### src/rtl/mill_csr_pkg.sv
// Shared types and constants for the machine-mode CSR file.
package mill_csr_pkg;

  // CSR index codes produced by the upstream address decoder
  typedef enum logic [2:0] {
    CSR_MSTATUS  = 3'b000,
    CSR_MTVEC    = 3'b001,
    CSR_MSCRATCH = 3'b010,
    CSR_MEPC     = 3'b011,
    CSR_MCAUSE   = 3'b100,
    CSR_MTVAL    = 3'b101,
    CSR_INVALID  = 3'b110
  } csr_idx_e;

  // CSR instruction flavours; OP_NONE is rejected as illegal
  typedef enum logic [1:0] {
    OP_NONE = 2'b00,
    OP_RW   = 2'b01,
    OP_RS   = 2'b10,
    OP_RC   = 2'b11
  } csr_op_e;

  // Request/response handshake state
  typedef enum logic [0:0] {
    ST_IDLE = 1'b0,
    ST_RESP = 1'b1
  } resp_state_e;

  localparam int MSTATUS_MIE    = 3;
  localparam int MSTATUS_MPIE   = 7;
  localparam int MSTATUS_MPP_LO = 11;
  localparam int MSTATUS_MPP_HI = 12;

  // Only MIE and MPIE are backed by storage
  localparam logic [31:0] MSTATUS_WMASK = 32'h0000_0088;
  // MPP is hardwired to machine mode
  localparam logic [31:0] MSTATUS_RO1   = 32'h0000_1800;
  localparam logic [31:0] MTVEC_MASK    = 32'hFFFF_FFFD;
  localparam logic [31:0] MEPC_MASK     = 32'hFFFF_FFFC;

  // True when the index/op pair cannot be executed
  function automatic logic csr_is_illegal(input logic [2:0] idx, input logic [1:0] op);
    logic bad_s;
    bad_s = (idx == 3'b110) || (idx == 3'b111) || (op == 2'b00);
    return bad_s;
  endfunction

endpackage

### src/rtl/csr_wdata_alu.sv
// Computes the post-write value of a CSR from its old value, the operand and
// the op, then restricts the result to the register's legal bits.
module csr_wdata_alu
  import mill_csr_pkg::*;
#(
  parameter int XLEN = 32
) (
  input  logic [XLEN-1:0] old_i,
  input  logic [XLEN-1:0] wdata_i,
  input  logic [1:0]      op_i,
  input  logic [XLEN-1:0] mask_i,
  output logic [XLEN-1:0] new_o
);

  logic [XLEN-1:0] raw_s;

  // Select the read-modify-write result and apply the WARL mask
  always_comb begin
    raw_s = old_i;
    case (csr_op_e'(op_i))
      OP_RW:   raw_s = wdata_i;
      OP_RS:   raw_s = old_i | wdata_i;
      OP_RC:   raw_s = old_i & ~wdata_i;
      default: raw_s = old_i;
    endcase
    new_o = raw_s & mask_i;
  end

endmodule

### src/rtl/csr_machine_file.sv
// Machine-mode CSR storage: CSRRW/RS/RC execution with a held response,
// trap entry, mret and the resulting fetch redirect.
module csr_machine_file
  import mill_csr_pkg::*;
#(
  parameter int              XLEN      = 32,
  parameter logic [XLEN-1:0] MTVEC_RST = 32'h8000_0000
) (
  input  logic            clk,
  input  logic            rst,
  input  logic            req_valid,
  output logic            req_ready,
  input  logic [2:0]      req_idx,
  input  logic [1:0]      req_op,
  input  logic [XLEN-1:0] req_wdata,
  input  logic            req_wen,
  output logic            resp_valid,
  input  logic            resp_ready,
  output logic [XLEN-1:0] resp_rdata,
  output logic            resp_illegal,
  input  logic            trap_valid,
  input  logic [XLEN-1:0] trap_cause,
  input  logic [XLEN-1:0] trap_epc,
  input  logic [XLEN-1:0] trap_tval,
  input  logic            mret_valid,
  output logic            redir_valid,
  output logic [XLEN-1:0] redir_pc,
  output logic            mie_o
);

  resp_state_e     state_q, state_d;
  logic [XLEN-1:0] mstatus_q, mstatus_d;
  logic [XLEN-1:0] mtvec_q, mtvec_d;
  logic [XLEN-1:0] mscratch_q, mscratch_d;
  logic [XLEN-1:0] mepc_q, mepc_d;
  logic [XLEN-1:0] mcause_q, mcause_d;
  logic [XLEN-1:0] mtval_q, mtval_d;
  logic [XLEN-1:0] resp_rdata_q, resp_rdata_d;
  logic            resp_illegal_q, resp_illegal_d;
  logic            redir_valid_q, redir_valid_d;
  logic [XLEN-1:0] redir_pc_q, redir_pc_d;

  logic [XLEN-1:0] old_s;
  logic [XLEN-1:0] mask_s;
  logic [XLEN-1:0] new_s;
  logic            illegal_s;
  logic            accept_s;
  logic [XLEN-1:0] trap_base_s;
  logic [XLEN-1:0] trap_off_s;

  // Current architectural value and legal-bit mask of the addressed CSR
  always_comb begin
    old_s  = '0;
    mask_s = '0;
    case (csr_idx_e'(req_idx))
      CSR_MSTATUS: begin
        old_s  = mstatus_q | XLEN'(MSTATUS_RO1);
        mask_s = XLEN'(MSTATUS_WMASK);
      end
      CSR_MTVEC: begin
        old_s  = mtvec_q;
        mask_s = {{(XLEN-32){1'b1}}, MTVEC_MASK};
      end
      CSR_MSCRATCH: begin
        old_s  = mscratch_q;
        mask_s = '1;
      end
      CSR_MEPC: begin
        old_s  = mepc_q;
        mask_s = {{(XLEN-32){1'b1}}, MEPC_MASK};
      end
      CSR_MCAUSE: begin
        old_s  = mcause_q;
        mask_s = '1;
      end
      CSR_MTVAL: begin
        old_s  = mtval_q;
        mask_s = '1;
      end
      default: begin
        old_s  = '0;
        mask_s = '0;
      end
    endcase
  end

  csr_wdata_alu #(.XLEN(XLEN)) u_alu (
    .old_i   (old_s),
    .wdata_i (req_wdata),
    .op_i    (req_op),
    .mask_i  (mask_s),
    .new_o   (new_s)
  );

  assign illegal_s   = csr_is_illegal(req_idx, req_op);
  assign req_ready   = (state_q == ST_IDLE) && !trap_valid && !mret_valid;
  assign accept_s    = req_valid && req_ready;
  assign trap_base_s = {mtvec_q[XLEN-1:2], 2'b00};
  assign trap_off_s  = {trap_cause[XLEN-3:0], 2'b00};

  // Next-state: handshake, CSR write, then trap/mret which take priority
  always_comb begin
    state_d        = state_q;
    mstatus_d      = mstatus_q;
    mtvec_d        = mtvec_q;
    mscratch_d     = mscratch_q;
    mepc_d         = mepc_q;
    mcause_d       = mcause_q;
    mtval_d        = mtval_q;
    resp_rdata_d   = resp_rdata_q;
    resp_illegal_d = resp_illegal_q;
    redir_valid_d  = 1'b0;
    redir_pc_d     = redir_pc_q;

    if (state_q == ST_IDLE) begin
      if (accept_s) begin
        state_d        = ST_RESP;
        resp_rdata_d   = illegal_s ? '0 : old_s;
        resp_illegal_d = illegal_s;
        if (!illegal_s && req_wen) begin
          case (csr_idx_e'(req_idx))
            CSR_MSTATUS:  mstatus_d  = new_s;
            CSR_MTVEC:    mtvec_d    = new_s;
            CSR_MSCRATCH: mscratch_d = new_s;
            CSR_MEPC:     mepc_d     = new_s;
            CSR_MCAUSE:   mcause_d   = new_s;
            CSR_MTVAL:    mtval_d    = new_s;
            default:      mtval_d    = mtval_q;
          endcase
        end else begin
          mtval_d = mtval_q;
        end
      end else begin
        state_d = ST_IDLE;
      end
    end else begin
      if (resp_ready) begin
        state_d = ST_IDLE;
      end else begin
        state_d = ST_RESP;
      end
    end

    if (trap_valid) begin
      mepc_d                  = trap_epc & {{(XLEN-32){1'b1}}, MEPC_MASK};
      mcause_d                = trap_cause;
      mtval_d                 = trap_tval;
      mstatus_d               = '0;
      mstatus_d[MSTATUS_MPIE] = mstatus_q[MSTATUS_MIE];
      redir_valid_d           = 1'b1;
      if ((mtvec_q[1:0] == 2'b01) && trap_cause[XLEN-1]) begin
        redir_pc_d = trap_base_s + trap_off_s;
      end else begin
        redir_pc_d = trap_base_s;
      end
    end else if (mret_valid) begin
      mstatus_d               = '0;
      mstatus_d[MSTATUS_MIE]  = mstatus_q[MSTATUS_MPIE];
      mstatus_d[MSTATUS_MPIE] = 1'b1;
      redir_valid_d           = 1'b1;
      redir_pc_d              = mepc_q;
    end else begin
      redir_valid_d = 1'b0;
    end
  end

  // State registers with synchronous reset
  always_ff @(posedge clk) begin
    if (rst) begin
      state_q        <= ST_IDLE;
      mstatus_q      <= '0;
      mtvec_q        <= MTVEC_RST & {{(XLEN-32){1'b1}}, MTVEC_MASK};
      mscratch_q     <= '0;
      mepc_q         <= '0;
      mcause_q       <= '0;
      mtval_q        <= '0;
      resp_rdata_q   <= '0;
      resp_illegal_q <= 1'b0;
      redir_valid_q  <= 1'b0;
      redir_pc_q     <= '0;
    end else begin
      state_q        <= state_d;
      mstatus_q      <= mstatus_d;
      mtvec_q        <= mtvec_d;
      mscratch_q     <= mscratch_d;
      mepc_q         <= mepc_d;
      mcause_q       <= mcause_d;
      mtval_q        <= mtval_d;
      resp_rdata_q   <= resp_rdata_d;
      resp_illegal_q <= resp_illegal_d;
      redir_valid_q  <= redir_valid_d;
      redir_pc_q     <= redir_pc_d;
    end
  end

  assign resp_valid   = (state_q == ST_RESP);
  assign resp_rdata   = resp_rdata_q;
  assign resp_illegal = resp_illegal_q;
  assign redir_valid  = redir_valid_q;
  assign redir_pc     = redir_pc_q;
  assign mie_o        = mstatus_q[MSTATUS_MIE];

endmodule
### config.mk
export PLATFORM = sky130hd
export DESIGN_NAME = csr_machine_file
export DESIGN_NICKNAME = d
export VERILOG_FILES = /design/src/rtl/mill_csr_pkg.sv /design/src/rtl/csr_wdata_alu.sv /design/src/rtl/csr_machine_file.sv
export SDC_FILE = /design/constraint.sdc
export NUM_CORES = 1
export LEC_CHECK = 0
export ABC_AREA = 1
export CAP_MARGIN = 30
export CORE_MARGIN = 5
export CORE_UTILIZATION = 45
export DETAILED_ROUTE_END_ITERATION = 8
export DONT_BUFFER_PORTS = 1
export GPL_ROUTABILITY_DRIVEN = 0
export GPL_TIMING_DRIVEN = 0
export SYNTH_ARGS = -nofsm -noshare
export SYNTH_HDL_FRONTEND = slang
export SYNTH_SLANG_ARGS = --single-unit
### constraint.sdc
create_clock -name clk -period 2.6 [get_ports clk]
set_clock_uncertainty 0.15 [all_clocks]
set_input_delay 0.26 -clock clk [delete_from_list [all_inputs] [get_ports clk]]
set_output_delay 0.26 -clock clk [all_outputs]
set_load 0.005 [all_outputs]
* Word-level counts from Yosys, hierarchy flattened
Index checks and enable logic that the tools add are counted.
Word-level totals: bits in latches 0, output and inout bits 69, RAM bits 0, bits in registers 259, input bits 140, bits in read-only memories 0, memories kept 0, logic and storage cells 104
Operators by class: divide/modulo/power cells 0, $lt $le $gt $ge 0, add/sub/neg operators 1, multiplexer cells 33, bitwise logic cells 5, shifts and indexed selects 0, equal/unequal tests 14, reduce and logical (&&, ||, !) cells 37, multiply operators 0
Operator list (number):
- $mux W32 | 19
- $pmux W32 S6 | 1
- $pmux W32 S4 | 1
- $pmux W32 S3 | 1
- $and A32 B32 Y32 | 2
- $mux W8 | 6
- $reduce_and A4 Y1 | 9
- $add A32 B32 Y32 | 1
- $not A32 Y32 | 1
- $or A32 B32 Y32 | 1
- $reduce_bool A2 Y1 | 9
- $eq A3 B3 Y1 const B | 4
- $reduce_bool A3 Y1 | 3
- $eq A3 B2 Y1 const B | 2
- $reduce_or A3 Y1 | 2
- $logic_and A1 B1 Y1 | 5
- $mux W1 | 5
- $eq A2 B1 Y1 const B | 2
- $eq A2 B2 Y1 const B | 2
- $ne A2 B2 Y1 const B | 2
- $eq A3 B1 Y1 const B | 1
- $logic_not A1 Y1 | 3
- $logic_not A3 Y1 | 1
- $ne A3 B3 Y1 const B | 1
- other kinds (5) | 6

* Logic depth before layout (Yosys ltp)
Gate-level depths: netlist of run 1.
depth in word-level cells 11, depth in mapped cells 15, mapped depth without buffers 15

* By module
A second synthesis of run 1 with hierarchy kept.
Second synthesis, totals: cells, all modules 2157, area total of the unflattened synthesis 14278.7 sq um
Modules (own cells, without submodules):
- csr_machine_file | cells each 1916, instances 1, seq. area each 5144.9 sq um, area each 13202.7 sq um
- csr_wdata_alu | cells each 241, instances 1, seq. area each 0.0 sq um, area each 1076.0 sq um

* Least setup slack after synthesis of run 1
Ideal clock, no wire load.
path type reg2reg, start point reg mtvec_q[2], end point reg redir_pc_q[10], in the netlist redir_pc[10], cell stages (with the launch flop) 12, setup slack 0.530 ns, data arrival time 1.850 ns, clock period less this slack 2.070 ns, data required time 2.380 ns, library setup time 0.070 ns, buffers on the path 0, cell sequence dfxtp_1 > ha_1 > inv_1 > fa_1 > nor2_1 > nor2_1 > nor2_1 > or2_2 > or2_2 > nand3_1 > o211ai_1 > a21oi_1
On the way: longest elaborated chain between the ends 3
RTL lines:
- start: declaration | RTL line csr_machine_file.sv:33 | logic [XLEN-1:0] mtvec_q, mtvec_d;
- start signal: assignment | RTL line csr_machine_file.sv:172 | mtvec_q <= MTVEC_RST & {{(XLEN-32){1'b1}}, MTVEC_MASK};
- start signal: assignment | RTL line csr_machine_file.sv:184 | mtvec_q <= mtvec_d;
- $add A32 B32 Y32 | RTL line csr_machine_file.sv:152 | redir_pc_d = trap_base_s + trap_off_s;
- $mux W32 | RTL line csr_machine_file.sv:151 | if ((mtvec_q[1:0] == 2'b01) && trap_cause[XLEN-1]) begin
- $mux W32 | RTL line csr_machine_file.sv:144 | if (trap_valid) begin
- end signal: assignment | RTL line csr_machine_file.sv:192 | redir_pc_q <= redir_pc_d;
- end: declaration | RTL line csr_machine_file.sv:41 | logic [XLEN-1:0] redir_pc_q, redir_pc_d;
No other way between the ends. A chain may end at the register's enable or synchronous reset.

* Final worst setup path of run 1
start point in req_idx[1], end point reg mtval_q[24]
On the way: longest elaborated chain between the ends 10, elaborated cells on any way between the ends 27, those cells by class eq/ne (7); mux (8); bitwise (3); reduce/logical (9)
RTL lines:
- start: declaration | RTL line csr_machine_file.sv:13 | input logic [2:0] req_idx,
- $eq A3 B3 Y1 (tied with other cells) | RTL line csr_machine_file.sv:55, csr_machine_file.sv:121
- $pmux W32 S6 | RTL line csr_machine_file.sv:55 | case (csr_idx_e'(req_idx))
- $and A32 B32 Y32 / $or A32 B32 Y32 (equally long branches) | RTL line csr_wdata_alu.sv:23, csr_wdata_alu.sv:22
- $pmux W32 S3 | RTL line csr_wdata_alu.sv:20 | case (csr_op_e'(op_i))
- $and A32 B32 Y32 | RTL line csr_wdata_alu.sv:26 | new_o = raw_s & mask_i;
- $mux W32 | RTL line csr_machine_file.sv:121 | case (csr_idx_e'(req_idx))
- $mux W32 | RTL line csr_machine_file.sv:120 | if (!illegal_s && req_wen) begin
- $mux W32 | RTL line csr_machine_file.sv:116 | if (accept_s) begin
- $mux W32 | RTL line csr_machine_file.sv:115 | if (state_q == ST_IDLE) begin
- $mux W32 | RTL line csr_machine_file.sv:144
- end signal: assignment | RTL line csr_machine_file.sv:188 | mtval_q <= mtval_d;
- end: declaration | RTL line csr_machine_file.sv:37 | logic [XLEN-1:0] mtval_q, mtval_d;
Parallel ways exist; a longest one is shown, timed or not. The select of a mux whose other input is x is not followed.

==> results of run 1 <==
-- logic make-up after synthesis --
logic type | after synthesis | synth area share (%)
simple gates | 881 | 26.3
flops | 257 | 37.1
xor+xnor | 12 | 0.758
fa+ha+maj | 30 | 2.76
buf+inv | 308 | 8.74
compound gates | 639 | 24.3
-- how the worst min path moves through the flow --
stage / endpoint / slack [ns] / cells after the start
after floorplan: redir_pc[0] / 0.20 / 1
after global placement: redir_pc[0] / 0.21 / 1
after detailed placement: redir_pc[0] / 0.21 / 1
after CTS: mtvec_q[0] / 0.005 / 4
after global routing: mepc_q[2] / 0.03 / 4
final: redir_pc[2] / 0.001 / 5
-- final cells by class --
type                       instances  share of cell area [%]
clock buffer                      42                    5.15
multi-input combinational       1562                    44.3
inverter                         183                    4.04
timing repair buffer             166                    9.75
clock inverter                    13                   0.456
tap                              396                    2.91
antenna                            3                  0.0441
sequential                       257                    30.2
buffer                           125                    3.11
-- critical path: stages --
cell,delay (ns)
nor2_2,0.20
nand2_1,0.36
inv_2,0.34
buf_2,0.34
nand2_1,0.14
nand4_1,0.21
nand2_1,0.07
nand2_1,0.16
nand3_1,0.12
a21oi_1,0.18
dlygate4sd3_1,0.58
-- sequential cells by signal (all words and copies together), names as in the netlist, 30 cells and up --
| name | flops |
|---|---|
| mstatus_q | 30 |
| mscratch_q | 32 |
| redir_pc | 32 |
| resp_rdata | 32 |
| mtval_q | 32 |
| mtvec_q | 32 |
| mcause_q | 32 |
| mepc_q | 32 |
-- power breakdown --
part / switching, mW / total [mW] / internal [mW] / leakage, nW
clock network: 1.84 / 4.19 / 2.35 / 0.475
logic: 0.883 / 1.32 / 0.438 / 4.60
registers: 0.0795 / 4.14 / 4.06 / 2.09
-- timing repair --
action,CTS,global route
setup endpoints to repair,1,31
hold endpoints to repair,147,0
setup buffers,0,1
resized for setup,1,12
hold buffers,165,0
pin swaps,0,2
-- metal layers --
layer / wire length [um] / vias up / track usage, %
met4: 4840 / 0 / 21.1
met2: 28500 / 1035 / 57.0
met1: 24700 / 7591 / 45.1
met3: 6870 / 247 / 7.37
met5: 0 / - / 0
li1: - / 7472 / -
-- cells in the final DEF (no fill, tap or decap), types with 3 or more instances in the layout --
cell type,count
dfxtp_1,257
o21ai_0,228
dlygate4sd3_1,165
nand3_1,80
clkbuf_8,6
o21ai_1,7
nor2_1,133
or2_2,4
clkbuf_16,31
a21oi_1,330
o21a_1,4
nor2_2,4
nand4_1,20
nand2_2,4
o211ai_1,8
inv_1,164
nor3b_1,23
buf_2,34
nand3b_1,3
a22oi_1,36
inv_2,18
clkbuf_2,5
ha_1,29
o21bai_1,7
o22ai_1,9
clkinv_2,9
nor2_4,3
buf_1,3
nor3_1,12
diode_2,3
xor2_1,11
clkbuf_1,86
nand2_1,589
==> Implementation_results.wiki, run 1 <==
{| class="wikitable"
! Metric !! Value
|-
| Most frequent cells after synthesis || nand2_1 (591), a21oi_1 (331), dfxtp_1 (257)
|-
| Via count of the routed design || 16300
|-
| Total wirelength of the detailed-routed design || ~65 mm
|-
| Average instance area after synthesis || between 6 and 7 um2
|-
| CTS tree || done
|-
| Remaining routing DRC violations || 0
|-
| Worst-case hold slack || 0.00102 ns
|-
| Core outline area || around 0.03 mm2
|-
| Sequential cell area || 0.00514 mm2
|-
| Global route total overflow || 0
|-
| Placement row count || 64
|-
| First-pass GRT wire length || ~93 mm
|-
| Crit path from || req_idx[1]
|-
| Setup repair after global routing missed its margin || yes
|-
| Clock period minus final worst setup slack || approximately 2.6 ns
|-
| Post-Synthesis Cells || approximately 2100
|-
| Maximum fanout encountered on the critical timing path || 10
|-
| Fraction of final layout cells sized beyond drive strength 1 || under 10%
|-
| Overall Global Routing Usage || ~36%
|-
| Largest vdd supply drop || 0.583 mV
|-
| Sink count of the clock tree || 257
|-
| Post-layout power || approximately 9.6 mW
|-
| Top-level port count || 209
|-
| Most repeated cell in the gate-level netlist after synthesis || nand2_1
|-
| Critical Path End || mtval_q[24]
|-
| Leakage dissipation || around 7 nW
|-
| Clk pin slew, worst setup/hold paths || about 0.060 ns
|-
| CTS root buf || clkbuf_16
|-
| Buffers added on ports || 0
|-
| Remaining antenna violation count after routing || 0
|-
| Filler instances || around 3100
|-
| Final-layout setup total negative slack || -0.0146 ns
|-
| Critical path type || in -> reg
|-
| Largest cells by area after synthesis || dfxtp_1 (37%), nand2_1 (16%), a21oi_1 (12%), o21ai_0 (8.3%), inv_1 (4.4%)
|-
| Worst-case clock buffer depth || 3
|-
| Die ar. || around 0.034 mm2
|-
| Total setup violations reported at the end of the flow || 1
|-
| Depth of the worst register-to-register path || 11
|-
| Required arrival time at the worst endpoint || 2.96 ns
|-
| Tcrit/Tclk final || 101%
|-
| Count of placed standard cells including taps || roughly 2500
|-
| Actual slew at the worst max-slew pin || 1.01 ns
|-
| H-Tree Level Count || 1
|-
| Router iterations before antenna repair || 8
|-
| Area growth, synth to finish || 22.7%
|-
| Proportion of synthesized chip area in sequential cells || 37.1%
|-
| R2r endpoint || redir_pc[10]
|-
| Setup slack at placement || -0.201 ns
|-
| Worst min-delay path startpoint || trap_cause[0]
|-
| Worst hold path class || in -> reg
|-
| Maximum number of pins on one net before global-route repair || 15
|-
| Most used flip-flop cell after synthesis || dfxtp_1
|-
| Run status || finished, violations left
|-
| Total placed instance area || approximately 0.014 mm2
|-
| Crit path capture type || flip-flop
|-
| Register-to-register setup slack || 0.11 ns
|-
| Worst reg2reg startpoint || mtvec_q[2]
|-
| Finished Cell Area || ~0.017 mm2
|-
| Chip height || 186 um
|-
| Critical path arrival || 2.97 ns
|-
| Power per unit of standard cell area || about 570 mW/mm2
|-
| Final standard cell count with taps included and fillers excluded || between 2000 and 3000
|-
| Proportion of synthesized flip-flops having asynchronous set or reset || 0%
|-
| Post-Syn Area || 0.0139 mm2
|-
| Number of global-route vias before repair || between 15000 and 20000
|-
| Initial antenna violation count || 0
|-
| Core occupancy in the finished layout || 55.8%
|-
| Drt wl/cell || 23.6 um
|-
| MaxCap Viol Count || 0
|-
| Top achievable clock speed || approximately 380 MHz
|-
| Die width || 186 um
|-
| Remaining max-slew budget at the tightest pin || 32.7%
|-
| Violated checks || setup timing
|-
| CTS Buf Count || 30
|-
| Starting Density || between 40% and 50%
|-
| Element type at the critical path start || input pin
|-
| Iter 0 DRT Violations || roughly 2000
|-
| Area of the multi-input gates || 0.00754 mm2
|-
| Post-route setup slack || -0.0146 ns
|-
| Unique cell type count in the Yosys netlist || ~40
|-
| YS warnings || 0
|-
| Later-pin clock latency in the skew report || 0.58 ns
|-
| Final number of hold-violating endpoints || 0
|-
| NumNets Final || between 2000 and 2500
|-
| Total of flip-flops plus latches after synthesis || roughly 260
|-
| Net count after synthesis || around 2300
|-
| Proportion of netlist area held by the largest area contributor || between 30% and 40%
|-
| Pins Over Slew Limit || 0
|-
| Via count normalized by instance count || 5.95
|-
| Largest area contributor in the synthesized netlist || dfxtp_1
|-
| Number of synthesized flops with an enable pin || 0
|-
| DPL Wire Length || 49.4 mm
|}
(Power assumes the default switching activity.)
==> inputs of run 2 (changes only) <==
--- a/config.mk
+++ b/config.mk
@@ -7,7 +7,7 @@
 export LEC_CHECK = 0
 export ABC_AREA = 1
 export CAP_MARGIN = 30
-export CORE_MARGIN = 5
+export CORE_MARGIN = 2
 export CORE_UTILIZATION = 45
 export DETAILED_ROUTE_END_ITERATION = 8
 export DONT_BUFFER_PORTS = 1
==> Implementation_results.wiki, run 2 (synthesis results as in run 1) <==
{| class="wikitable"
! Metric !! Value
|-
| Area growth, synth to finish || 22.3%
|-
| Tcrit/Tclk final || a little over nine tenths
|-
| Drt wl/cell || between 20 and 25 um
|-
| Chip height || about 180 um
|-
| Required arrival time at the worst endpoint || roughly 2.9 ns
|-
| Die ar. || between 0.03 and 0.04 mm2
|-
| Top-level port count || about 210
|-
| Remaining routing DRC violations || 0
|-
| Pins Over Slew Limit || 0
|-
| H-Tree Level Count || 1
|-
| Starting Density || 45.5%
|-
| Count of placed standard cells including taps || about 2500
|-
| Remaining antenna violation count after routing || 0
|-
| Via count normalized by instance count || ~6
|-
| CTS root buf || clkbuf_16
|-
| Remaining max-slew budget at the tightest pin || around a third
|-
| Total net switching power || around 2.7 mW
|-
| CTS Buf Count || 29
|-
| Hold Crit Depth || 5
|-
| Setup slack at placement || -0.218 ns
|-
| Via count of the routed design || approximately 16000
|-
| Critical path type || reg -> reg
|-
| Run status || finished, violations left
|-
| Clock period minus final worst setup slack || 2.55 ns
|-
| Core outline area || around 0.031 mm2
|-
| Design internal power || 6.93 mW
|-
| Worst-case hold slack || -0.0187 ns
|-
| Top achievable clock speed || roughly 400 MHz
|-
| Initial antenna violation count || 4
|-
| Total wirelength of the detailed-routed design || ~64 mm
|-
| Depth of the worst register-to-register path || 7
|-
| Post-route setup slack || 0.0497 ns
|-
| Proportion of power drawn by flip-flops and latches || 42.9%
|-
| Fraction of final layout cells sized beyond drive strength 1 || 5.64%
|-
| Worst hold path class || in -> reg
|-
| Violated checks || hold timing
|-
| Router iterations before antenna repair || 8
|-
| CTS tree || done
|-
| Combinational share of power || a little over an eighth
|-
| Net switching fraction of the power || between 20% and 30%
|-
| Later-pin clock latency in the skew report || 0.57 ns
|-
| Iter 0 DRT Violations || about 2000
|-
| Maximum number of pins on one net before global-route repair || 14
|-
| Post-layout power || roughly 9.6 mW
|-
| Clk pin slew, worst setup/hold paths || roughly 0.070 ns
|-
| NumNets Final || 2491
|-
| Leading cell type in the layout, fill and taps excluded || nand2_1
|-
| Power share of the clock group || 43.4%
|-
| Critical path arrival || between 2 and 3 ns
|-
| Number of global-route vias before repair || around 15000
|-
| Final number of hold-violating endpoints || 1
|-
| DPL Wire Length || 48.6 mm
|-
| First-pass GRT wire length || ~94 mm
|-
| Actual slew at the worst max-slew pin || roughly 1 ns
|-
| Worst-case clock buffer depth || 3
|-
| Final-layout setup total negative slack || 0 ns
|-
| Final standard cell count with taps included and fillers excluded || roughly 2700
|-
| Crit path capture type || flip-flop
|-
| Power per unit of standard cell area || 569 mW/mm2
|-
| Sink count of the clock tree || roughly 260
|-
| Element type at the critical path start || flip-flop
|-
| Highest-count cells in the layout ignoring fill and taps || nand2_1 (588), a21oi_1 (331), dfxtp_1 (257)
|-
| Die width || approximately 180 um
|-
| Maximum fanout encountered on the critical timing path || 7
|-
| Buffers added on ports || 0
|-
| Placement row count || 64
|-
| Global route total overflow || 0
|-
| MaxCap Viol Count || 0
|-
| Leakage dissipation || between 7 and 8 nW
|-
| Overall Global Routing Usage || 38.2%
|-
| Total setup violations reported at the end of the flow || 0
|-
| Largest vdd supply drop || 0.478 mV
|}
## run 2: cell types whose count changed in the layout (fill, tap and decap cells not counted), moves of 2 or more
cell,before,now
clkinv_2,9,4
dlygate4sd3_1,165,161
clkbuf_2,5,8
bufinv_16,0,2
clkbuf_16,31,29
clkinvlp_4,2,0
nor2_1,133,131
nor2_2,4,6
## run 2: area by class of cell
class	count	area, um2
sequential	257	5140
inverter	183	687
clock buffer	44	852
timing repair buffer	163	1630
clock inverter	6	80.1
fill	3061	13500
tap	396	495
multi-input combinational	1562	7540
antenna	3	7.51
buffer	125	537
## run 2: worst paths after layout
kind | start | to | slack (ns)
max | resp_valid | mepc_q[3] | 0.05
min | req_wdata[0] | mtvec_q[0] | -0.02
max reg2reg | resp_valid | mepc_q[3] | 0.05
min reg2reg | mstatus_q[9] | mstatus_q[9] | 0.30
## run 2: routing by layer
metal  track usage (%)  up-vias  part of all wire, %
li1                  -     7442                    -
met1              47.5     7603                   38
met2              60.7     1060                   44
met3              9.18      258                   11
met4              21.4        0                  7.1
met5                 0        -                    0
## run 2: critical path: stages, from the launching register on
cell	delay [ns]
dfxtp_1	0.38
nor3_4	0.30
inv_2	0.16
nor3_4	0.27
nor2_1	0.20
a22oi_1	0.26
a21oi_1	0.11
dlygate4sd3_1	0.61
## run 2: power by group through the flow
stage               clock network [mW]  logic (mW)  registers [mW]
CTS                               4.18        1.26            4.14
global route                      4.33        1.40            4.15
finish                            4.19        1.32            4.14
global placement                     0        1.02            4.22
floorplan                            0       0.666            4.20
detailed placement                   0        1.04            4.22
## run 2: repair_timing
item | CTS | global route
cloned | 0 | 0
buffers inserted | 0 | 2
setup endpoints to repair | 1 | 32
hold buffers | 161 | 0
pin swaps | 0 | 2
gates resized for setup | 1 | 25
endpoints found under the hold margin | 138 | 0
## run 2: stage by stage
| step | util (%) | hold slack, ns | instance area (um2) |
|---|---|---|---|
| floorplan | - | 0.204 | 13900 |
| global placement | 47.1 | 0.208 | 14400 |
| finish | 55.6 | -0.0187 | 17000 |
| CTS | 55.4 | 0.000776 | 16900 |
| global route | 55.6 | 0.0237 | 17000 |
| detailed placement | 47.1 | 0.211 | 14400 |
